--- src/rtl/gbuff_reader_pkg.sv ---
// Shared types and default widths for the global-buffer read initiator.
package gbuff_reader_pkg;

  // Default data and word-address widths for the global buffer.
  localparam int GB_WORD_SIZE      = 16;
  localparam int GB_WORD_ADDR_BITS = 8;

  typedef enum logic [1:0] {
    ST_IDLE  = 2'd0,
    ST_RUN   = 2'd1,
    ST_DRAIN = 2'd2,
    ST_DONE  = 2'd3
  } rd_state_e;

  // Counts the buffer slots that will still be claimed after this cycle:
  // words already queued, plus a word arriving from the SRAM, minus a word leaving.
  // Pop implies a non-empty FIFO, so the subtraction never underflows.
  function automatic logic [1:0] credit_used(input logic [1:0] cnt,
                                             input logic       inflight,
                                             input logic       pop);
    return cnt + {1'b0, inflight} - {1'b0, pop};
  endfunction

endpackage

--- src/rtl/gbuff_rd_fifo.sv ---
// Two-entry skid FIFO that holds SRAM read data ahead of the output stream.
module gbuff_rd_fifo #(
  parameter int W = 16
) (
  input  logic         clk,
  input  logic         rst,
  input  logic         push,
  input  logic [W-1:0] din,
  input  logic         pop,
  output logic [1:0]   count,
  output logic [W-1:0] head
);

  logic [W-1:0] mem [2];
  logic         wr_ptr;
  logic         rd_ptr;
  logic [1:0]   cnt_q;

  // Storage, pointers and occupancy; push and pop may occur in the same cycle.
  always_ff @(posedge clk) begin
    if (rst) begin
      mem[0] <= '0;
      mem[1] <= '0;
      wr_ptr <= 1'b0;
      rd_ptr <= 1'b0;
      cnt_q  <= 2'd0;
    end else begin
      if (push) begin
        mem[wr_ptr] <= din;
        wr_ptr      <= ~wr_ptr;
      end
      if (pop) begin
        rd_ptr <= ~rd_ptr;
      end
      cnt_q <= cnt_q + {1'b0, push} - {1'b0, pop};
    end
  end

  assign count = cnt_q;
  assign head  = mem[rd_ptr];

endmodule

--- src/rtl/gbuff_reader.sv ---
// Read-side burst initiator for the global-buffer SRAM with valid/ready output.
//
// state    | meaning
// ---------+-------------------------------------------------------------
// ST_IDLE  | waiting for a command; cmd_ready high
// ST_RUN   | issuing one read per cycle while credit is available
// ST_DRAIN | all reads issued; waiting for the last word to be handshaken
// ST_DONE  | one-cycle done pulse, then back to idle
module gbuff_reader
  import gbuff_reader_pkg::*;
#(
  parameter int WORD_SIZE      = GB_WORD_SIZE,
  parameter int WORD_ADDR_BITS = GB_WORD_ADDR_BITS
) (
  input  logic                      clk,
  input  logic                      rst,
  input  logic                      cmd_valid,
  output logic                      cmd_ready,
  input  logic [WORD_ADDR_BITS-1:0] cmd_base,
  input  logic [WORD_ADDR_BITS:0]   cmd_len,
  output logic                      sram_wen,
  output logic [WORD_ADDR_BITS-1:0] sram_addr,
  input  logic [WORD_SIZE-1:0]      sram_do,
  output logic                      out_valid,
  input  logic                      out_ready,
  output logic [WORD_SIZE-1:0]      out_data,
  output logic                      out_last,
  output logic                      busy,
  output logic                      done
);

  localparam int A = WORD_ADDR_BITS;
  localparam int W = WORD_SIZE;
  localparam logic [A:0] ONE = (A+1)'(1);

  rd_state_e    state;
  logic [A-1:0] base_q;
  logic [A:0]   len_q;
  logic [A:0]   issued_q;
  logic [A:0]   popped_q;
  logic [A-1:0] addr_q;
  logic         inflight_q;

  logic [1:0]   fifo_count;
  logic [W-1:0] fifo_head;
  logic         pop;
  logic         issue;
  logic [A:0]   remaining;
  logic [A-1:0] issue_addr;
  logic         drain_done;

  gbuff_rd_fifo #(.W(W)) u_fifo (
    .clk   (clk),
    .rst   (rst),
    .push  (inflight_q),
    .din   (sram_do),
    .pop   (pop),
    .count (fifo_count),
    .head  (fifo_head)
  );

  // Issue is decided in-cycle so a rising out_ready restarts reads immediately.
  always_comb begin
    pop        = out_valid & out_ready;
    remaining  = len_q - issued_q;
    issue_addr = base_q + issued_q[A-1:0];
    issue      = (state == ST_RUN) && (remaining != '0) &&
                 (credit_used(fifo_count, inflight_q, pop) < 2'd2);
    drain_done = !inflight_q &&
                 ((fifo_count == 2'd0) || ((fifo_count == 2'd1) && pop));
  end

  assign sram_wen  = 1'b0;
  assign sram_addr = issue ? issue_addr : addr_q;
  assign out_valid = (fifo_count != 2'd0);
  assign out_data  = fifo_head;
  assign out_last  = out_valid && (popped_q == (len_q - ONE));

  // Burst sequencing, read bookkeeping and registered handshake/status outputs.
  always_ff @(posedge clk) begin
    if (rst) begin
      state      <= ST_IDLE;
      base_q     <= '0;
      len_q      <= '0;
      issued_q   <= '0;
      popped_q   <= '0;
      addr_q     <= '0;
      inflight_q <= 1'b0;
      cmd_ready  <= 1'b1;
      busy       <= 1'b0;
      done       <= 1'b0;
    end else begin
      inflight_q <= issue;
      done       <= 1'b0;
      if (issue) begin
        addr_q   <= issue_addr;
        issued_q <= issued_q + ONE;
      end
      if (pop) begin
        popped_q <= popped_q + ONE;
      end
      case (state)
        ST_IDLE: begin
          if (cmd_valid && cmd_ready) begin
            base_q    <= cmd_base;
            len_q     <= cmd_len;
            issued_q  <= '0;
            popped_q  <= '0;
            cmd_ready <= 1'b0;
            busy      <= 1'b1;
            if (cmd_len == '0) begin
              state <= ST_DONE;
              done  <= 1'b1;
            end else begin
              state <= ST_RUN;
            end
          end
        end
        ST_RUN: begin
          if (issue && (remaining == ONE)) begin
            state <= ST_DRAIN;
          end
        end
        ST_DRAIN: begin
          if (drain_done) begin
            state <= ST_DONE;
            done  <= 1'b1;
          end
        end
        ST_DONE: begin
          state     <= ST_IDLE;
          cmd_ready <= 1'b1;
          busy      <= 1'b0;
        end
        default: state <= ST_IDLE;
      endcase
    end
  end

endmodule
--- config.mk ---
export PLATFORM = sky130hd
export DESIGN_NAME = gbuff_reader
export DESIGN_NICKNAME = d
export VERILOG_FILES = /design/src/rtl/gbuff_reader_pkg.sv /design/src/rtl/gbuff_rd_fifo.sv /design/src/rtl/gbuff_reader.sv
export SDC_FILE = /design/constraint.sdc
export NUM_CORES = 1
export LEC_CHECK = 0
export BUFFER_PORTS_ARGS = -buffer_cell sky130_fd_sc_hd__buf_2
export CAP_MARGIN = 20
export CORE_MARGIN = 10
export CORE_UTILIZATION = 52
export CTS_BUF_LIST = sky130_fd_sc_hd__clkbuf_16
export CTS_CLUSTER_DIAMETER = 80
export DETAILED_ROUTE_END_ITERATION = 8
export HOLD_SLACK_MARGIN = 0.08
export PLACE_DENSITY_LB_ADDON = 0.08
export SYNTH_ARGS = -nofsm -noshare
export SYNTH_HDL_FRONTEND = slang
export SYNTH_SLANG_ARGS = --single-unit
--- constraint.sdc ---
create_clock -name clk -period 3 [get_ports clk]
set_input_delay 0.3 -clock clk [delete_from_list [all_inputs] [get_ports clk]]
set_output_delay 0.3 -clock clk [all_outputs]
set_load 0.02 [all_outputs]
* Word level (Yosys, flattened, before mapping)
Memory sizes are Yosys's and may differ from the RTL's. A register that Yosys moved wholly into a read port is not among the register bits.
Index checks and enable logic that the tools add are counted.
W data, S select, Z words.
** Word-level totals
- Bits in registers :: 53
- Memory bits (writable) :: 32
- Input bits :: 37
- Output and inout bits :: 30
- Word-level logic and storage cells :: 83
- Memories kept :: 1
** Memories
- u_fifo.mem :: words 2, bits a word 16, read ports 1, clocked after memory_dff 1, wr ports 2, RTL line gbuff_rd_fifo.sv:14 : logic [W-1:0] mem [2];
** Operators by class
- $add $sub $neg :: 7
- Order comparisons :: 1
- Equal/unequal tests :: 9
- Mux-type cells :: 30
- Bitwise operators :: 3
- Reduce and logical (&&, ||, !) cells :: 19
** Operators by type and width (count)
- $mux W9 :: 6
- $add A9 B1 Y9 const B :: 2
- $mux W16 :: 1
- $reduce_or A16 Y1 :: 1
- $mux W1 :: 14
- $eq A9 B1 Y1 const B :: 1
- $eq A9 B9 Y1 :: 1
- $logic_not A9 Y1 :: 1
- $reduce_bool A9 Y1 :: 1
- $sub A9 B1 Y9 const B :: 1
- $sub A9 B9 Y9 :: 1
- $add A8 B8 Y8 :: 1
- $mux W2 :: 4
- $mux W8 :: 1
- $pmux W2 S4 :: 1
- $logic_and A1 B1 Y1 :: 7
- $pmux W1 S2 :: 3
- $eq A2 B1 Y1 const B :: 2
- $eq A2 B2 Y1 const B :: 2
- $logic_not A2 Y1 :: 2
- $ne A2 B2 Y1 const B :: 2
- $reduce_and A2 Y1 :: 2
- $reduce_bool A2 Y1 :: 2
- $reduce_and A3 Y1 :: 1
- 8 further kinds :: 9

* Depth between registers and ports, before layout
Gate-level depths: netlist of run 1.
- Depth in word-level cells :: 8
- Depth in mapped cells :: 13
- Gate-level depth less buffers :: 11

* Hierarchy
Synthesis of run 1 repeated with hierarchy kept, for this count alone.
** Second synthesis, totals
- Cell total of the unflattened synthesis :: 557
- Area, all modules :: 5126.2 µm²
** By module, submodules not included
- gbuff_reader :: instances 1, cells an instance 433, area each 3444.6 µm², sequential area each 980.9 µm²
- gbuff_rd_fifo :: instances 1, cells an instance 124, area each 1681.6 µm², sequential area each 1061.0 µm²

* Least setup slack after synthesis of run 1
Ideal clock, no wire load.
- Kind :: register -> output
- Start point :: register len_q[0]
- End point :: output sram_addr[1]
- Arrival :: 2.982 ns
- Data required time :: 2.700 ns
- Setup slack :: -0.282 ns
- Stages on the path, launching flop included :: 12
- Path through :: dfxtp_1 inv_1 ha_1 fa_1 nand2b_1 or4_1 o211ai_2 nand4_2 nor4b_4 buf_6 nor2_1 mux2i_1
** Between the ends
- Longest elaborated chain between the ends :: 5
** Ends and longest elaborated chain
- start, declared :: RTL line gbuff_reader.sv:38 : logic [A:0] len_q;
- start signal, assigned :: RTL line gbuff_reader.sv:106 : len_q <= cmd_len;
- $sub A9 B9 Y9 :: RTL line gbuff_reader.sv:65 : remaining = len_q - issued_q;
- $reduce_bool A9 Y1 :: RTL line gbuff_reader.sv:67 : issue = (state == ST_RUN) && (remaining != '0) &&
- $logic_and A1 B1 Y1 (2 in series) :: RTL line gbuff_reader.sv:67
- $mux W8
- end, declared :: RTL line gbuff_reader.sv:22 : output logic [WORD_ADDR_BITS-1:0] sram_addr,
No other way between the ends.

* Worst setup path in the final report of run 1
- Start point :: register len_q[1]
- End point :: output sram_addr[3]
Same word-level chain as after synthesis.

==> results of run 1 <==
==> synth_stat cells (all sizes together), types with 2 or more instances <==
library cell  number
a211oi             3
a21o               2
a21oi             46
a31oi              2
and2              34
and3               6
buf                5
clkbuf            17
dfxtp             54
edfxtp            32
fa                 2
ha                24
inv               23
mux2              16
mux2i              4
nand2             65
nand2b             7
nand3             13
nand3b             2
nand4              9
nor2              32
nor2b              5
nor3               8
nor4               5
o211ai             6
o21ai             22
o21bai             2
o221a              2
o31ai              3
or2                4
or3                5
or4               11
xnor2             18
xor2              11
==> path summary, 6_finish.rpt <==
| path | end | slack (ns) | cells past startpoint |
|---|---|---|---|
| hold reg to reg | base_q[6]$_SDFFE_PP0P_ | 0.46 | 2 |
| setup reg to reg | issued_q[5]$_SDFF_PP0_ | 0.04 | 14 |
| setup / recovery | sram_addr[3] | -0.32 | 11 |
| hold / removal | base_q[5]$_SDFFE_PP0P_ | 0.18 | 3 |
==> worst max-delay path: cells and delay by family, from the launching register on <==
family	cells	cell delay [ns]
adder cells (fa/ha/maj)	1	0.29
AO/OA/AOI/OAI	2	0.67
flip-flops	1	0.32
AND/OR/NAND/NOR	5	1.00
buffers and inverters	3	0.41
==> power by group through the flow <==
stage / Clock, W / Combinational [W] / Sequential [W]
floorplan: 0 / 0.00146 / 0.00152
global placement: 0 / 0.00204 / 0.00155
detailed placement: 0 / 0.00213 / 0.00156
CTS: 0.00106 / 0.00236 / 0.00154
global route: 0.00110 / 0.00273 / 0.00156
finish: 0.00105 / 0.00251 / 0.00154
==> repair_timing <==
action / 4_1_cts / 5_1_grt
resized for setup: 39 / 39
pin swaps: 13 / 21
setup endpoints to repair: 11 / 22
cloned: 0 / 0
buffers inserted: 10 / 5
==> registers in the layout, indices dropped and copies added, names as in the netlist, named ones only <==
| signal | cells |
|---|---|
| cmd_ready | 1 |
| inflight_q | 1 |
| u_fifo.mem | 32 |
| popped_q | 9 |
| u_fifo.wr_ptr | 1 |
| base_q | 8 |
| u_fifo.count | 2 |
| addr_q | 8 |
| state | 2 |
| u_fifo.rd_ptr | 1 |
| len_q | 9 |
| issued_q | 9 |
| busy | 1 |
| done | 1 |
==> layer usage <==
| metal | vias to the layer above | wire, um | GRT usage [%] |
|---|---|---|---|
| met5 | - | 0 | 0 |
| li1 | 1990 | - | - |
| met4 | 0 | 188 | 5.743 |
| met1 | 1912 | 5208 | 22.62 |
| met3 | 14 | 756 | 5.065 |
| met2 | 93 | 6235 | 31.39 |
==> layout make-up <==
type,instances,share of cell area [%]
multi-input combinational,382,45.26
sequential,86,34.28
timing repair buffer,106,12.15
clock buffer,9,3.772
tap,108,2.263
inverter,23,1.446
clock inverter,7,0.8173
==> through the flow <==
step / instance area, um2 / total power [W] / setup slack [ns] / hold slack (ns) / instances
floorplan: 4781 / 0.002976 / -0.06973 / 0.4284 / 513
global placement: 5379 / 0.003591 / -0.06231 / 0.4511 / 696
detailed placement: 5379 / 0.003687 / -0.1807 / 0.4564 / 696
CTS: 5873 / 0.004958 / -0.4104 / 0.1833 / 722
global route: 5971 / 0.005394 / -0.4337 / 0.1874 / 721
finish: 5971 / 0.005103 / -0.3217 / 0.1820 / 721
==> cells by family (layout without fill, tap and decap cells) <==
logic type | after synthesis | after routing
AO/OA/AOI/OAI | 98 | 98
XOR/XNOR | 29 | 29
adder cells (fa/ha/maj) | 26 | 26
buffers and inverters | 45 | 145
flip-flops | 86 | 86
multiplexers | 20 | 20
other | 1 | 1
AND/OR/NAND/NOR | 208 | 208
==> results.py, run 1 <==
metrics = {
    "critical_path": {
        "reg2reg_from": "u_fifo.count[0]$_SDFF_PP0_",
        "arrival_ns": 3.02,
        "end_kind": "output pin",
        "worstPathRequired_ns": 2.70,
        "critPathSlowestCell": "or4_4",
        "path_cells": "buf_4 -> ha_1 -> nor2b_2 -> o221a_2 -> a311o_1 -> nand3_2 -> nor4b_4 -> buf_6 -> or4_4 -> nand2_2 -> buf_6",
        "cp-startpoint": "len_q[1]$_SDFFE_PP0P_",
        "cp_max_fo": 6,
        "worst_setup_path_start_kind": "register",
        "crit_type": "register to output pin",
        "cpMostUsedCell": "buf_6",
        "crit_path_max_incr_delay_ns": 0.52,
    },
    "timing": {
        "tightest_slew_ns": 0.7526,
        "rsz0062_at_grt": "yes",
        "timing.fmax_mhz": 301.1,
        "tns_ns": -2.153,
        "period_needed_ns": 3.322,
        "fin_crit_sh_pct": 110.7,
        "finalHoldViolCount": 0,
        "setup_violations": 8,
        "fin_ws_ns": -0.3217,
        "relSlewSlack_pct": 49.76,
        "slew_viol_final": 0,
        "finClkSkew_ns": 0.008023,
    },
    "floorplanning": {
        "floorplan.rows": 34,
        "io_pins": 67,
        "die_area_um2": 13340,
        "start_util_pct": 53.85,
        "die_h_um": 115.5,
        "coreArea_um2": 8806,
        "die_w_um": 115.5,
    },
    "clock_tree": {
        "cts_hold_buf": 0,
        "cts_buffer_depth": 2,
        "cts_tree": "built",
        "path_clk_slew_ns": 0.07,
        "clock_latency_ns": 0.35,
        "cts_sinks": 86,
        "cts-buffers-inserted": 9,
        "htreeDepth": 3,
        "clockRootBuffer": "clkbuf_16",
    },
    "yosys": {
        "synth_top_family_by_area": "simple AND/OR/NAND/NOR gates",
        "synth-edff-count": 32,
        "yosys-top-cells-area": "dfxtp_1, edfxtp_1, ha_1",
        "synth_top_cell_by_area": "dfxtp_1",
        "synth.area.mux_share_pct": 4.644,
        "synth_nets": 576,
        "yosys.area_share.xor_xnor_pct": 5.356,
        "netlist_instances": 513,
        "synth_area_um2": 4742,
        "synth_top_area_share_pct": 22.80,
        "synth_cell_type_count": 61,
        "synth_seq_cells": 86,
        "syn_avg_cell_area_um2": 9.244,
        "yosys_most_used_dff": "dfxtp_1",
        "synth_compound_area_share_pct": 12.64,
        "yosysWarnings": 0,
        "ys_seq_area_share_pct": 43.06,
        "synthAdderAreaFrac_pct": 7.177,
        "synth-simple-area-share_pct": 23.03,
        "ys_async_sr_fraction_pct": 0,
    },
    "power_and_ir_drop": {
        "comb_power_share_pct": 49.3,
        "p_int_w": 0.003098,
        "swShare_pct": 39.30,
        "clockPowerShare_pct": 20.5,
        "p_switching_w": 0.002005,
        "p_per_area_nw_per_um2": 854.7,
        "vdd_drop_max_mv": 0.6288,
        "seqPwrFrac_pct": 30.2,
        "p_leak_nw": 2.536,
    },
    "route": {
        "routed_wl_mm": 12.39,
        "vias": 4009,
        "post_drt_wl_per_cell_um": 17.18,
        "via_per_inst": 5.560,
        "drtPass1Iterations": 5,
        "drc": 0,
        "drt_iter0_markers": 331,
        "ant_nets": 0,
    },
    "cells_and_area": {
        "fillCellCount": 704,
        "fin_util_pct": 67.80,
        "areaGrowthSynthToFinish_pct": 25.91,
        "final_layout_size_suffix_gt1_share_pct": 31.65,
        "antenna_cells": 0,
        "final_cell_mix": "nand2_1, buf_2, dfxtp_1",
        "multi_input_area_um2": 2703,
        "layout.nets": 671,
        "final_common_cell": "nand2_1",
        "regArea_um2": 2047,
    },
    "grt": {
        "grt_pass1_vias": 4106,
        "grt_pass1_wl_mm": 19.94,
        "track_usage_pct": 18.59,
        "grt_max_degree": 39,
        "antenna_found_initial": 0,
        "grt_overflow": 0,
    },
    "worst_hold_path": {
        "hp-start": "cmd_base[5]",
        "hold_class": "primary input to register",
    },
    "job": {
        "maxCapViolCount": 0,
    },
    "placement": {
        "gp_congestion": 0.8924,
        "hpwl_mm": 8.786,
        "io_buffers": 65,
    },
    "status": {
        "status": "finished, violations left",
        "violations": "setup timing",
    },
}
Power figures use the tool's default switching activity.
==> run 2: changes to the inputs <==
Settings changed: ABC_AREA from default to 1.
==> results.py, run 2 <==
metrics = {
    "status": {
        "status": "finished clean",
    },
    "cells_and_area": {
        "multi_input_area_um2": 2471,
        "areaGrowthSynthToFinish_pct": 22.68,
        "final_layout_size_suffix_gt1_share_pct": 29.82,
        "regArea_um2": 2058,
        "final_cell_mix": "inv_1, nor2_1, nand2_1",
        "top_register": "u_fifo.mem",
        "layout.nets": 732,
        "antenna_cells": 0,
        "stdcell_area_um2": 5868,
        "fillCellCount": 759,
        "final_common_cell": "inv_1",
        "largest_reg_flops": 32,
    },
    "route": {
        "drc": 0,
        "drt_iter0_markers": 203,
        "drtPass1Iterations": 5,
        "vias": 4023,
        "ant_nets": 0,
        "via_per_inst": 5.145,
        "post_drt_wl_per_cell_um": 14.73,
        "routed_wl_mm": 11.52,
    },
    "power_and_ir_drop": {
        "seqPwrFrac_pct": 29.5,
        "p_per_area_nw_per_um2": 942.1,
        "p_leak_nw": 2.771,
        "p_int_w": 0.003213,
        "p_switching_w": 0.002315,
        "swShare_pct": 41.88,
        "vdd_drop_max_mv": 0.8538,
        "total_power_w": 0.005528,
        "comb_power_share_pct": 51.2,
        "clockPowerShare_pct": 19.3,
    },
    "yosys": {
        "yosysWarnings": 0,
        "yosys.area_share.xor_xnor_pct": 5.127,
        "synth_cell_type_count": 37,
        "netlist_instances": 579,
        "yosys-top-cells-area": "dfxtp_1, edfxtp_1, inv_1",
        "synth-edff-count": 32,
        "synth_compound_area_share_pct": 9.626,
        "synth.area.mux_share_pct": 3.976,
        "ys_seq_area_share_pct": 42.69,
        "synth_top_cell_by_area": "dfxtp_1",
        "synth_top_family_by_area": "simple AND/OR/NAND/NOR gates",
        "ys_async_sr_fraction_pct": 0,
        "synth_top_area_share_pct": 22.60,
        "syn_avg_cell_area_um2": 8.261,
        "synth_seq_cells": 86,
        "synth_nets": 642,
        "synthTopCellsByCount": "inv_1, nor2_1, nand2_1, dfxtp_1, edfxtp_1",
        "synth-simple-area-share_pct": 22.13,
        "yosys_most_used_dff": "dfxtp_1",
        "synth_area_um2": 4783,
        "synthAdderAreaFrac_pct": 7.115,
    },
    "floorplanning": {
        "floorplan.rows": 34,
        "start_util_pct": 54.06,
        "io_pins": 67,
        "die_w_um": 115.9,
        "die_area_um2": 13440,
        "die_h_um": 115.9,
        "coreArea_um2": 8848,
    },
    "clock_tree": {
        "clock_latency_ns": 0.35,
        "cts_hold_buf": 0,
        "cts_sinks": 86,
        "cts-buffers-inserted": 9,
        "cts_tree": "built",
        "path_clk_slew_ns": 0.07,
        "clockRootBuffer": "clkbuf_16",
        "htreeDepth": 3,
        "cts_buffer_depth": 2,
    },
    "critical_path": {
        "crit_family": "simple AND/OR/NAND/NOR gates",
        "reg2reg_from": "len_q[0]$_SDFFE_PP0P_",
        "cp_max_fo": 6,
        "r2r_end": "state[0]$_SDFFE_PP0P_",
        "path_cells": "inv_4 -> ha_4 -> fa_2 -> inv_1 -> nand2_1 -> nand2_2 -> nand2_1 -> nand2_1 -> nand2_1 -> a21oi_2 -> nand2_2 -> nor2_4 -> nand3_4 -> nand2_8 -> inv_2 -> nand2_2 -> nand2_1 -> buf_2",
        "worst_setup_path_start_kind": "register",
        "critPathSlowestCell": "dfxtp_2",
        "crit_type": "register to output pin",
        "rrSetupSlack_ns": 0.07,
        "reg2reg_depth": 23,
        "worstPathRequired_ns": 2.70,
        "arrival_ns": 2.63,
        "cp_num_buf_inv": 4,
        "cpMostUsedCell": "nand2_1",
        "crit_path_max_incr_delay_ns": 0.36,
        "end_kind": "output pin",
    },
    "timing": {
        "tightest_slew_ns": 0.7268,
        "fin_ws_ns": 0.06690,
        "finClkSkew_ns": 0.007748,
        "finalHoldViolCount": 0,
        "slew_viol_final": 0,
        "rsz0062_at_grt": "yes",
        "setup_violations": 0,
        "period_needed_ns": 2.933,
        "relSlewSlack_pct": 51.48,
        "timing.fmax_mhz": 340.9,
        "tns_ns": 0,
        "fin_crit_sh_pct": 97.77,
    },
    "grt": {
        "met2_usage_pct": 30.00,
        "grt_max_degree": 29,
        "grt_pass1_wl_mm": 18.53,
        "grt_pass1_vias": 4040,
        "grt.busiest_layer": "met2",
        "grt_overflow": 0,
        "use_met3_pct": 4.599,
        "met1_usage_pct": 20.11,
        "track_usage_pct": 17.19,
        "antenna_found_initial": 0,
    },
    "worst_hold_path": {
        "hold_class": "primary input to register",
        "hold_depth": 3,
        "hp-start": "cmd_base[7]",
        "hold_end": "base_q[7]$_SDFFE_PP0P_",
    },
    "placement": {
        "postPlaceCellArea_um2": 5229,
        "hpwl_mm": 8.200,
        "io_buffers": 65,
        "gp_congestion": 0.8583,
        "place_worst_setup_slack_ns": 0.1377,
    },
    "job": {
        "maxCapViolCount": 0,
    },
}
[run 2: cell count changes after synthesis, moves of 6 or more]
cell and delta:
nand2_1 +16, inv_1 +68, xnor2_1 -10, a21oi_1 -19, nand2b_1 -7, nand3_1 +12
o21ai_2 +8, nor2_1 +59, clkbuf_1 -6, and2_1 -34, a21oi_2 +11, or4_1 -7
xor2_1 +9, and3_1 -6
[run 2: worst max-delay path by stage]
stage	start	endpoint	slack, ns	cells past startpoint
floorplan	len_q[0]$_SDFFE_PP0P_	sram_addr[5]	0.50	18
global placement	len_q[0]$_SDFFE_PP0P_	sram_addr[1]	0.25	18
detailed placement	len_q[0]$_SDFFE_PP0P_	sram_addr[3]	0.14	18
CTS	issued_q[3]$_SDFF_PP0_	sram_addr[3]	0.004	14
global route	len_q[0]$_SDFFE_PP0P_	state[0]$_SDFFE_PP0P_	-0.06	25
finish	len_q[0]$_SDFFE_PP0P_	sram_addr[7]	0.07	18
[run 2: cells by family (layout without fill, tap and decap cells)]
group                      Yosys count  after routing
DFF                                 86             86
adders and majority gates           26             26
buffers and inverters              108            201
muxes                               17             17
AOI/OAI and AO/OA                   74             74
other                                1              1
and+or+nand+nor                    239            241
xor gates and xnor gates            28             28
[run 2: final cells by class]
cell class / instances / area share [%]
Clock inverter: 7 / 0.9595
Clock buffer: 9 / 3.838
Multi-Input combinational cell: 387 / 42.11
Inverter: 94 / 6.055
Tap cell: 108 / 2.303
Timing Repair Buffer: 91 / 9.659
Sequential cell: 86 / 35.07
[run 2: power groups by stage]
stage / Clock (W) / Combinational (W) / Sequential (W)
floorplan: 0 / 0.00176 / 0.00158
global placement: 0 / 0.00216 / 0.00163
detailed placement: 0 / 0.00223 / 0.00164
CTS: 0.00109 / 0.00258 / 0.00162
global route: 0.00113 / 0.00313 / 0.00166
finish: 0.00107 / 0.00283 / 0.00163
[run 2: metal layers]
metal  up-vias  share of wire [%]
li1       2041                  -
met1      1876                 43
met2        99                 50
met3         7                5.9
met4         0               0.66
met5         -                  0
[run 2: tightest hold or removal path, stage by stage]
cell and delay (ns):
buf_2 0.08, nor2_1 0.03, nor2_1 0.08
[run 2: through the flow]
step,std cells,util [%],hold WS [ns]
3_5_place_dp,748,59.09,0.4482
4_1_cts,778,64.54,0.1733
3_3_place_gp,748,59.09,0.4343
2_1_floorplan,579,-,0.3624
5_1_grt,782,66.32,0.1817
6_report,782,66.32,0.1768
[run 2: timing repair]
| action | CTS | global route |
|---|---|---|
| cloned | 2 | 0 |
| setup endpoints to repair | 8 | 10 |
| buffers inserted | 12 | 4 |
| resized for setup | 20 | 36 |
| pin swaps | 5 | 8 |
